`src/rtl/tile_step_issuer_if.sv`:
```
// Job/step handshake bundle between a job source, tile_step_issuer and the downstream step counter.
// Gap-control field is present only when TILE_STEP_GAP_EN is defined.
`ifndef SA_NUM
`define SA_NUM 16
`endif

interface tile_step_issuer_if #(
    parameter int BIT_WIDTH = $clog2(`SA_NUM) + 4
`ifdef TILE_STEP_GAP_EN
    , parameter int GAP_W = 4
`endif
);
    logic                 job_valid;
    logic                 job_ready;
    logic [BIT_WIDTH-1:0] job_max;
    logic                 abort;
    logic                 step_ready;
    logic                 inc;
    logic [BIT_WIDTH-1:0] step_idx;
    logic                 last;
    logic                 busy;
    logic                 done;
`ifdef TILE_STEP_GAP_EN
    logic [GAP_W-1:0]     gap_cycles;

    modport master (
        output job_valid, job_max, abort, step_ready, gap_cycles,
        input  job_ready, inc, step_idx, last, busy, done
    );
    modport slave (
        input  job_valid, job_max, abort, step_ready, gap_cycles,
        output job_ready, inc, step_idx, last, busy, done
    );
`else
    modport master (
        output job_valid, job_max, abort, step_ready,
        input  job_ready, inc, step_idx, last, busy, done
    );
    modport slave (
        input  job_valid, job_max, abort, step_ready,
        output job_ready, inc, step_idx, last, busy, done
    );
`endif
endinterface

```
`src/rtl/tile_step_issuer.sv`:
```
// Issues job_max+1 inc pulses per job, shadowing the downstream wrap-at-max counter index.
// Latency: first inc the cycle after accept, then 1/cycle; one DONE bubble between jobs.
// Backpressure: inc waits on step_ready; abort cancels at once. TILE_STEP_GAP_EN adds idle gaps.
`ifndef SA_NUM
`define SA_NUM 16
`endif

module tile_step_issuer #(
    parameter int BIT_WIDTH = $clog2(`SA_NUM) + 4
`ifdef TILE_STEP_GAP_EN
    , parameter int GAP_W = 4
`endif
) (
    input  logic               clk,
    input  logic               rstn,
    tile_step_issuer_if.slave  bus
);

`ifdef TILE_STEP_GAP_EN
    typedef enum logic [1:0] {IDLE, RUN, GAP, DONE} state_t;
`else
    typedef enum logic [1:0] {IDLE, RUN, DONE} state_t;
`endif

    state_t               state, state_n;
    logic [BIT_WIDTH-1:0] step_idx, idx_n;
    logic [BIT_WIDTH-1:0] max_q, max_n;
`ifdef TILE_STEP_GAP_EN
    logic [GAP_W-1:0]     gap_q, gap_q_n;
    logic [GAP_W-1:0]     gap_cnt, cnt_n;
`endif
    logic                 job_ready_c;
    logic                 inc_c;
    logic                 last_c;
    logic                 done_c;

    always_ff @(posedge clk or negedge rstn) begin
        if (!rstn) begin
            state    <= IDLE;
            step_idx <= '0;
            max_q    <= '0;
`ifdef TILE_STEP_GAP_EN
            gap_q    <= '0;
            gap_cnt  <= '0;
`endif
        end else begin
            state    <= state_n;
            step_idx <= idx_n;
            max_q    <= max_n;
`ifdef TILE_STEP_GAP_EN
            gap_q    <= gap_q_n;
            gap_cnt  <= cnt_n;
`endif
        end
    end

    always_comb begin
        state_n     = state;
        idx_n       = step_idx;
        max_n       = max_q;
`ifdef TILE_STEP_GAP_EN
        gap_q_n     = gap_q;
        cnt_n       = gap_cnt;
`endif
        job_ready_c = 1'b0;
        inc_c       = 1'b0;
        last_c      = 1'b0;
        done_c      = 1'b0;

        case (state)
            IDLE: begin
                job_ready_c = !bus.abort;
                if (bus.job_valid && job_ready_c) begin
                    max_n   = bus.job_max;
                    idx_n   = '0;
`ifdef TILE_STEP_GAP_EN
                    gap_q_n = bus.gap_cycles;
`endif
                    state_n = RUN;
                end
            end
            RUN: begin
                inc_c  = bus.step_ready && !bus.abort;
                last_c = inc_c && (step_idx == max_q);
                if (inc_c) begin
                    // The final step keeps its index so step_idx matches the counter at overflow.
                    if (last_c) begin
                        state_n = DONE;
                    end else begin
                        idx_n = step_idx + BIT_WIDTH'(1);
`ifdef TILE_STEP_GAP_EN
                        if (gap_q != '0) begin
                            cnt_n   = gap_q;
                            state_n = GAP;
                        end
`endif
                    end
                end
            end
`ifdef TILE_STEP_GAP_EN
            GAP: begin
                cnt_n = gap_cnt - GAP_W'(1);
                if (gap_cnt <= GAP_W'(1)) state_n = RUN;
            end
`endif
            DONE: begin
                done_c  = !bus.abort;
                idx_n   = '0;
                state_n = IDLE;
            end
            default: begin
                idx_n   = '0;
                state_n = IDLE;
            end
        endcase

        // Abort outranks accept, step and done in every state.
        if (bus.abort) begin
            state_n = IDLE;
            idx_n   = '0;
        end
    end

    assign bus.job_ready = job_ready_c;
    assign bus.inc       = inc_c;
    assign bus.last      = last_c;
    assign bus.done      = done_c;
    assign bus.busy      = (state != IDLE);
    assign bus.step_idx  = step_idx;

endmodule
```
`src/flat_wrapper.sv`:
```
// flat-port wrapper written by rule: the top's interface ports become plain ports
module tile_step_issuer_flat 
#(
    parameter int BIT_WIDTH = $clog2(`SA_NUM) + 4

)
  (clk, rstn, bus_job_valid, bus_job_max, bus_abort, bus_step_ready, bus_job_ready, bus_inc, bus_step_idx, bus_last, bus_busy, bus_done);
  tile_step_issuer_if #(.BIT_WIDTH(BIT_WIDTH)) bus_i ();
  input  logic clk;
  input  logic rstn;
  input wire logic [$bits(bus_i.job_valid)-1:0] bus_job_valid;
  input wire logic [$bits(bus_i.job_max)-1:0] bus_job_max;
  input wire logic [$bits(bus_i.abort)-1:0] bus_abort;
  input wire logic [$bits(bus_i.step_ready)-1:0] bus_step_ready;
  output wire logic [$bits(bus_i.job_ready)-1:0] bus_job_ready;
  output wire logic [$bits(bus_i.inc)-1:0] bus_inc;
  output wire logic [$bits(bus_i.step_idx)-1:0] bus_step_idx;
  output wire logic [$bits(bus_i.last)-1:0] bus_last;
  output wire logic [$bits(bus_i.busy)-1:0] bus_busy;
  output wire logic [$bits(bus_i.done)-1:0] bus_done;
  assign bus_i.job_valid = bus_job_valid;
  assign bus_i.job_max = bus_job_max;
  assign bus_i.abort = bus_abort;
  assign bus_i.step_ready = bus_step_ready;
  assign bus_job_ready = bus_i.job_ready;
  assign bus_inc = bus_i.inc;
  assign bus_step_idx = bus_i.step_idx;
  assign bus_last = bus_i.last;
  assign bus_busy = bus_i.busy;
  assign bus_done = bus_i.done;
  tile_step_issuer #(.BIT_WIDTH(BIT_WIDTH)) u_core (.clk(clk), .rstn(rstn), .bus(bus_i));
endmodule
```
`config.mk`:
```
export PLATFORM = sky130hd
export DESIGN_NAME = tile_step_issuer_flat
export DESIGN_NICKNAME = d
export VERILOG_FILES = /design/src/rtl/tile_step_issuer_if.sv /design/src/rtl/tile_step_issuer.sv /design/src/flat_wrapper.sv
export SDC_FILE = /design/constraint.sdc
export NUM_CORES = 1
export LEC_CHECK = 0
export ABC_AREA = 1
export CAP_MARGIN = 20
export CORE_ASPECT_RATIO = 1.25
export CORE_MARGIN = 1.5
export CORE_UTILIZATION = 45
export CTS_CLUSTER_DIAMETER = 50
export DETAILED_ROUTE_END_ITERATION = 8
export MAX_ROUTING_LAYER = met4
export PLACE_DENSITY = 0.69
export SKIP_CTS_REPAIR_TIMING = 1
export SLEW_MARGIN = 30
export SYNTH_ARGS = -nofsm -noshare
export SYNTH_HDL_FRONTEND = slang
export SYNTH_SLANG_ARGS = --single-unit
```
`constraint.sdc`:
```
create_clock -name clk -period 1.7 [get_ports clk]
set_input_delay 0.51 -clock clk [delete_from_list [all_inputs] [get_ports clk]]
set_output_delay 0.51 -clock clk [all_outputs]
set_load 0.005 [all_outputs]
```
; ---- Yosys cells after proc, flatten, opt, wreduce, memory -nomap -nowiden
; Index checks and enable logic that the tools add are counted.
[totals]
regBits = 18
inputBits = 13
output_inout_bits = 13
word_cells = 34
[classes]
add_sub_neg = 1
n_eq_ne = 7
muxes = 14
n_reduce_logical = 9
[ops]
columns = op, count
row1 = $mux W8, 4
row2 = $pmux W8 S2, 1
row3 = $ne A3 B2 Y1 const B, 3
row4 = $add A8 B1 Y8 const B, 1
row5 = $eq A8 B8 Y1, 1
row6 = $mux W2, 4
row7 = $reduce_and A3 Y1, 2
row8 = $mux W1, 4
row9 = $pmux W2 S2, 1
row10 = $logic_and A1 B1 Y1, 3
row11 = $ne A3 B3 Y1 const B, 1
row12 = $eq A2 B1 Y1 const B, 1
row13 = $eq A2 B2 Y1 const B, 1
row14 = $logic_not A2 Y1, 1
row15 = $reduce_and A2 Y1, 1
row16 = $reduce_bool A2 Y1, 1
row17 = $logic_not A1 Y1, 1

; ---- Depth between registers and ports, before layout
[depth]
ltp_word = 7
mapped_depth = 10
mapped_depth_nobuf = 10

; ---- Least setup slack after synthesis
; Ideal clock, no wire load.
[synth_path]
kind = register to output
from = register u_core.step_idx[3], in the netlist u_core.bus.step_idx[3]
to = output bus_last
arrival_ps = 1044
required_time_ps = 1190
path_slack_ps = 146
stages_incl_launch_ff = 5
n_path_buf = 1
path_cell_list = dfrtp_1 -> buf_2 -> xnor2_1 -> o2111ai_1 -> nor3_1
[synth_via]
elab_chain_len = 3
[synth_lines]
columns = item, line
row1 = from (decl), tile_step_issuer.sv:26  ; logic [BIT_WIDTH-1:0] step_idx, idx_n;
row2 = from (signal assigned), tile_step_issuer.sv:48  ; step_idx <= idx_n;
row3 = $eq A8 B8 Y1, tile_step_issuer.sv:84  ; last_c = inc_c && (step_idx == max_q);
row4 = $logic_and A1 B1 Y1, tile_step_issuer.sv:84
row5 = $mux W1, tile_step_issuer.sv:70  ; case (state)
row6 = to (decl), flat_wrapper.sv:18  ; output wire logic [$bits(bus_i.last)-1:0] bus_last;
; No other way between the ends.

; ---- Worst setup path in the final report
[layout_path]
from = register u_core.step_idx[5], in the netlist u_core.bus.step_idx[5]
to = output bus_last
; Same word-level chain as after synthesis.

==> results.py <==
metrics = {
    "route": {
        "drt_iter0_drc": 35,
        "drc": 0,
        "final_antenna_net_count": 0,
        "wire_per_inst_um": 12.9,
        "routed_wl_mm": 3.47,
        "vias": 1318,
        "viasPerCell": 4.92,
        "drt-pass1-iter-count": 4,
    },
    "synth": {
        "synth_cells": 163,
        "ys_seq_elements": 18,
        "mappedNetlistArea_mm2": 0.00117,
        "synth_fp_nets": 177,
        "ys_warn_count": 0,
        "avgSynthCellArea_um2": 7.15,
        "synth_cell_type_count": 25,
        "ys_seq_area_share_pct": 38.6,
    },
    "die": {
        "chipWidth_um": 48.5,
        "start_util_pct": 47.6,
        "io_pins": 26,
        "core_mm2": 0.00245,
        "die_h_um": 59.9,
        "die_area_mm2": 0.00291,
        "num_rows": 20,
    },
    "finish": {
        "n_antenna_cell": 0,
        "final_common_cell": "nand2_1",
        "final_cell_mix": "nand2_1, buf_4, nor2_1",
        "fin_area_mm2": 0.00190,
        "drive_gt1_share_pct": 32.3,
        "final_nets": 251,
        "syn2layout_area_growth_pct": 63.3,
        "nFillCells": 190,
        "finalNonFillerCells": 268,
    },
    "clock_network": {
        "clkTransAtPathRegs_ns": 0.10,
        "cts_buffer_depth": 2,
        "cts_made_buffers": 3,
        "h-tree-depth": 1,
        "cts_tree": "yes",
        "clockRootBuffer": "clkbuf_4",
        "clk_latency_ns": 0.29,
        "numClockSinks": 18,
    },
    "critical_path": {
        "cp.arrival_ns": 1.50,
        "endpoint_kind": "primary output",
        "crit_required_ns": 1.19,
        "cp_max_fo": 3,
        "critical_path_class": "reg -> out",
        "startpoint_type": "register",
    },
    "grt": {
        "grt_max_degree": 19,
        "grt.met1_usage_pct": 27.9,
        "grt_pass1_vias": 1257,
        "grt-ovfl-total": 0,
        "grt_pass1_wl_mm": 5.15,
        "busiest_layer": "met2",
        "grt_use_met3_pct": 2.50,
        "gr-usage-met2_pct": 42.7,
        "antenna_found_initial": 0,
        "grt_use_total_pct": 23.9,
    },
    "timing": {
        "setup-violations-final": 3,
        "finalWorstSetupSlack_ns": -0.315,
        "tightest_slew_ns": 0.335,
        "post-route-min-period_ns": 2.01,
        "clock_skew_ns": 0.00385,
        "rsz0062_at_grt": "yes",
        "slew_headroom_pct": 77.6,
        "report.final.hold_viol_count": 0,
        "slew_viol_final": 0,
        "clock.fmax_ghz": 0.496,
        "finalCritPeriodShare_pct": 119,
    },
    "power_and_ir_drop": {
        "p_leak_uw": 0.00113,
        "p_per_area_mw_per_mm2": 649,
        "vdd_drop_max_v": 0.000508,
    },
    "status": {
        "violations": "setup timing",
        "status": "finished, violations left",
    },
    "placement": {
        "dp_cells": 256,
        "gp_congestion": 0.879,
        "dpl.hpwl_mm": 2.47,
        "io_buffers": 25,
        "place_area_mm2": 0.00172,
    },
    "worst_hold_path": {
        "hold_path_class": "reg -> reg",
    },
    "run": {
        "maxCapViolCount": 0,
    },
}
-- registers in the layout, indices dropped and copies added, names as in the netlist --
register / count
u_core.bus.step_idx: 8
u_core.max_q: 8
u_core.state: 2
-- metrics by stage --
stage                     TNS, ns  power [µW]  hold WS, ns  utilization [%]  setup slack (ns)
after floorplan                 0         728        0.214                -             0.146
after global placement      -7.56         975        0.516             70.3            -0.820
after detailed placement    -8.73         991        0.524             70.3            -0.849
after CTS                   -5.11        1200        0.543             71.2            -0.863
after global routing       -0.912        1320        0.571             77.7            -0.381
final                      -0.606        1240        0.542             77.7            -0.315
-- kinds of logic after synthesis --
logic type / synth area share [%]
simple gates: 38.7
fa+ha+maj: 1.07
compound gates: 6.01
xor+xnor: 3.76
flops: 38.6
mux: 1.93
buf+inv: 9.87
-- Yosys cell counts (all sizes together) --
cell type,instances,area [µm²]
a21oi,7,35.0
nand3,16,92.6
or2,1,6.26
o21ai,3,26.3
xnor2,4,35.0
nor3b,2,15.0
nor2,29,116
dfrtp,18,450
o2111ai,1,8.76
nand2,45,185
and3b,1,8.76
buf,4,26.3
mux2,2,22.5
nor3,3,15.0
xor2,1,8.76
nand4,2,12.5
ha,1,12.5
inv,23,88.8
-- critical path: stages, from the launching register on --
cell and delay (ns):
dfrtp_1 0.43, inv_2 0.08, nor2_2 0.05, nor3_2 0.17, o2111ai_2 0.13, nor3_1 0.21
buf_2 0.14
-- power by group --
group	total (µW)	switching, µW	internal, µW	leakage (µW)
clock	211	129	82.2	0.0000138
combinational	497	220	277	0.000886
sequential	527	41.2	486	0.000226
total	1240	390	845	0.00113
-- final timing paths --
check / end / from / cells past startpoint / slack, ns
max: bus_last / u_core.bus.step_idx[5] / 6 / -0.31
min: u_core.max_q[3] / u_core.max_q[3] / 1 / 0.54
max reg2reg: u_core.bus.step_idx[7] / u_core.bus.step_idx[7] / 11 / 0.10
min reg2reg: u_core.max_q[3] / u_core.max_q[3] / 1 / 0.54
max in group asynchronous: u_core.max_q[6] / rstn / 2 / 0.95
min in group asynchronous: u_core.bus.step_idx[3] / rstn / 2 / 0.55
-- routing by layer --
metal | up-vias | routed length [µm]
met5 | - | 0
met4 | 0 | 40
met2 | 45 | 1880
met1 | 611 | 1380
li1 | 656 | -
met3 | 6 | 166
-- cell type report --
| cell class | count | area, µm² | share of cell area (%) |
|---|---|---|---|
| inverter | 23 | 88.8 | 4.66 |
| sequential | 18 | 450 | 23.7 |
| tap | 33 | 41.3 | 2.17 |
| multi-input combinational | 118 | 652 | 34.2 |
| timing repair buffer | 73 | 649 | 34.1 |
| clock buffer | 3 | 22.5 | 1.18 |
No activity file was read; power rests on OpenSTA's default activity.
==> edit 1: new RTL, same settings <==
Encoding of `state_t`: now one-hot (3 bits for 3 states).
--- a/src/rtl/tile_step_issuer.sv
+++ b/src/rtl/tile_step_issuer.sv
@@ -20,5 +20,5 @@
     typedef enum logic [1:0] {IDLE, RUN, GAP, DONE} state_t;
 `else
-    typedef enum logic [1:0] {IDLE, RUN, DONE} state_t;
+    typedef enum logic [2:0] {IDLE = 3'b001, RUN = 3'b010, DONE = 3'b100} state_t;
 `endif
 
Formal check against the unedited RTL: same outputs for any inputs over 10 cycles, from zero or initial values and one cycle with rstn low; not proved beyond that.
==> edit 1 against the original RTL <==
- the flow still finishes with violations (negative setup slack)
- sequential power increased by 9.1%
- worst setup slack better by 31 ps
- sequential share of layout area increased by 3.0 points
- wire length down 11%
- final area is 6.2% lower
- sequential cell count up 1
- power down 5.1%
- global-route usage shrank 0.53 points
- register-to-register slack worse by 70 ps
- synthesized area shrank 4.0%
- synthesized cell count shrank 14%
- largest cell class unchanged
- highest routed layer unchanged
==> edit 1: results (changes against the original RTL) <==
[place]
hpwlAfterDp_um=2150  ; was 2470 µm
placed_area_mm2=0.00160  ; was 0.00172 mm²

[route]
vias=1179  ; was 1318
drt_iter0_markers=16  ; was 35
avgRoutedWirePerCell_um=13.0  ; was 12.9 µm

[status]
violations=negative setup slack  ; unchanged
status=finished with violations  ; unchanged

[synth]
yosysSeqAreaShare_pct=42.6  ; was 38.6%
synth_area_leaders=dfrtp_1, nand2_1, nor2_1  ; unchanged
synth_nets=154  ; was 177
syn_avg_cell_area_um2=8.00  ; was 7.15 µm²
post_synth_fa_ha_maj_area_fraction_pct=1.12  ; was 1.07%
yosysUniqueCellTypes=24  ; was 25
synth-xor-area-share_pct=4.69  ; was 3.76%
synthTopCellsByCount=nand2_1, dfrtp_1, nor2_1, inv_1, nand4_1  ; was nand2_1, nor2_1, inv_1, dfrtp_1, nand3_1

[finish]
multi_input_area_um2=601  ; was 652 µm²
finalNetCount=220  ; was 251
instances_no_fill=238  ; was 268
largestRegisters=u_core.bus.step_idx x8, u_core.max_q x8, u_core.state x3  ; was u_core.bus.step_idx x8, u_core.max_q x8, u_core.state x2

[timing]
slew_headroom_pct=82.8  ; was 77.6%
worst_slack_ps=-283  ; was -315 ps
setup_viol=4  ; was 3
hold-worst-slack_ps=522  ; was 542 ps
skew_ps=1.75  ; was 3.85 ps

[grt]
use_met1_pct=25.5  ; was 27.9%
use_met3_pct=3.68  ; was 2.50%
grt_pass1_vias=1038  ; was 1257
grt_max_degree=20  ; was 19

[setup_path]
reg2reg_slack_ps=30  ; was 100 ps
path_max_fanout=4  ; was 3
r2r_end=u_core.bus.step_idx[6]$_DFFE_PN0P_  ; was u_core.bus.step_idx[7]$_DFFE_PN0P_
r2r_cells=12  ; was 11
r2r-start=u_core.bus.step_idx[0]$_DFFE_PN0P_  ; was u_core.bus.step_idx[7]$_DFFE_PN0P_
cp-startpoint=u_core.bus.step_idx[6]$_DFFE_PN0P_  ; was u_core.bus.step_idx[5]$_DFFE_PN0P_

[pwr]
pwr-share-comb_pct=30.1  ; was 40.2%
vdd_drop_max_mv=0.501  ; was 0.508 mV
seqPwrFrac_pct=49.1  ; was 42.7%
p_leak_uw=0.00105  ; was 0.00113 µW

[clock_tree]
clock_latency_ps=310  ; was 290 ps

==> edit 1: through the flow <==
step,total power [µW],setup TNS (ps),setup slack (ps)
floorplan,744,0,137
global placement,901,-5800,-842
detailed placement,913,-6190,-866
CTS,1160,-4160,-880
global route,1230,-760,-367
finish,1170,-445,-283
==> edit 1: layer usage <==
layer | up-vias | wire length (µm) | part of all wire, %
met2 | 43 | 1750 | 56
met5 | - | 0 | 0
met3 | 7 | 119 | 3.8
li1 | 581 | - | -
met4 | 0 | 80 | 2.6
met1 | 548 | 1150 | 37
==> edit 1: final cells by class <==
| cell class | instances | share of cell area, % |
|---|---|---|
| Inverter | 16 | 3.36 |
| Sequential cell | 19 | 26.7 |
| Clock buffer | 4 | 1.47 |
| Multi-Input combinational cell | 103 | 33.6 |
| Timing Repair Buffer | 63 | 32.6 |
| Tap cell | 33 | 2.31 |
==> edit 1: kinds of logic after synthesis <==
kind of cell,count (synthesis)
fa+ha+maj,1
flops,19
mux,5
compound gates,5
xor+xnor,6
buf+inv,18
simple gates,86
==> edit 2: new RTL, config.mk and constraints unchanged <==
Made on the original files. Change the macro `SA_NUM` from 16 to 32.
--- a/src/rtl/tile_step_issuer_if.sv
+++ b/src/rtl/tile_step_issuer_if.sv
@@ -2,5 +2,5 @@
 // Gap-control field is present only when TILE_STEP_GAP_EN is defined.
 `ifndef SA_NUM
-`define SA_NUM 16
+`define SA_NUM 32
 `endif
 
Ports: changed (resized bus_job_max and bus_step_idx); port bits go from 26 to 28. The function was not compared with the original's and may differ.
==> edit 2 against the original RTL <==
- clock skew down 1.3 ps
- non-clock buffer count decreased by 15
- power up 12%
- sequential cell count increased by 2
- first-iteration DRC count decreased by 46%
- final area shrank 2.1%
- worst setup slack better by 61 ps
- synthesized cell count unchanged
- the run still ends with negative setup slack left
- register-to-register slack improved by 90 ps
- critical endpoint unchanged
- via count fell by 4.2%
- sequential share of layout area up 3.3 points
- wire length is 9.4% lower
- synthesized area rose by 5.7%
- count of clock-buffer cells in the layout did not move
- critical path type unchanged
==> edit 2: results (changes against the original RTL) <==
[grt]
grt_use_total_pct=22.6  ; was 23.9%
grt_util_met2_pct=40.8  ; was 42.7%
use_met3_pct=3.88  ; was 2.50%
grt_pass1_wl_um=5040  ; was 5150 µm
grt_pass1_vias=1225  ; was 1257
grt_max_degree=21  ; was 19

[pwr]
clkPwrFrac_pct=29.0  ; was 17.1%
vdd_drop_max_mv=0.638  ; was 0.508 mV
pwr-share-comb_pct=28.4  ; was 40.2%
internal-power_uw=983  ; was 845 µW

[status]
violations=negative setup slack  ; unchanged
status=finished with violations  ; unchanged

[timing]
skew_ps=2.57  ; was 3.85 ps
worst_slack_ps=-254  ; was -315 ps
setup_viol=4  ; was 3
slew_headroom_pct=78.4  ; was 77.6%
tns_ps=-432  ; was -606 ps

[finish]
drive_above_1_share_pct=32.1  ; was 32.3%
largestRegisters=u_core.bus.step_idx x9, u_core.max_q x9, u_core.state x2  ; was u_core.bus.step_idx x8, u_core.max_q x8, u_core.state x2
nFillCells=216  ; was 190
finalInstanceArea_mm2=0.00186  ; was 0.00190 mm²

[route]
wl_met1_um=1300  ; was 1380 µm
route.met3.wl_um=131  ; was 166 µm
drt_iter0_markers=19  ; was 35
vias=1263  ; was 1318
avgRoutedWirePerCell_um=12.3  ; was 12.9 µm
wl_met2_um=1680  ; was 1880 µm

[synth]
synth-xor-area-share_pct=3.55  ; was 3.76%
synth_nets=178  ; was 177
synth_compound_area_share_pct=2.94  ; was 6.01%
yosysSeqAreaShare_pct=40.6  ; was 38.6%
post_synth_fa_ha_maj_area_fraction_pct=1.02  ; was 1.07%

[place]
io_buffers=27  ; was 25
placed_area_mm2=0.00171  ; was 0.00172 mm²
dpl.cell_count=246  ; was 256
gp_congestion=0.873  ; was 0.879

[setup_path]
cp_data_arrival_time_ps=1440  ; was 1500 ps
r2r_end=u_core.bus.step_idx[6]$_DFFE_PN0P_  ; was u_core.bus.step_idx[7]$_DFFE_PN0P_
reg2reg_slack_ps=190  ; was 100 ps
r2r_cells=10  ; was 11
path_max_fanout=2  ; was 3
r2r-start=u_core.state[0]$_DFFE_PN0P_  ; was u_core.bus.step_idx[7]$_DFFE_PN0P_

[clock_tree]
clock_latency_ps=310  ; was 290 ps

[worst_hold_path]
hold_path.class=in2async  ; was reg2reg

edit 2: changes by cell type after synthesis, moves of 2 or more:
cell and delta:
buf_6 +2, inv_1 -2, nor2_1 -8, buf_2 -2, nand2_1 +9, nor3_1 -2, mux2_2 +2, a21oi_1 -3
o21ai_0 -2, dfrtp_1 +2
edit 2: worst max path at each step:
stage	end	slack [ps]	cells after the start
after floorplan	bus_last	1	7
after global placement	bus_last	-790	8
after detailed placement	bus_last	-790	8
after CTS	bus_last	-790	8
after global routing	bus_last	-350	9
final	bus_last	-250	9
edit 2: final cells by class:
class	instances	share of cell area (%)
clock buffers	3	1.21
clock inverters	1	1.61
inverters	21	4.36
multi-input cells	118	35.9
flip-flops and latches	20	26.9
well taps	34	2.28
repair buffers	58	27.7
edit 2: worst max-delay path, cell delays in order (launching register included):
cell and delay [ps]:
dfrtp_1 390, inv_1 70, nand2_1 60, nand2_1 70, nor2_2 100, nand2_1 70, nor2_2 140, nand3_2 100
inv_2 50, clkbuf_2 100
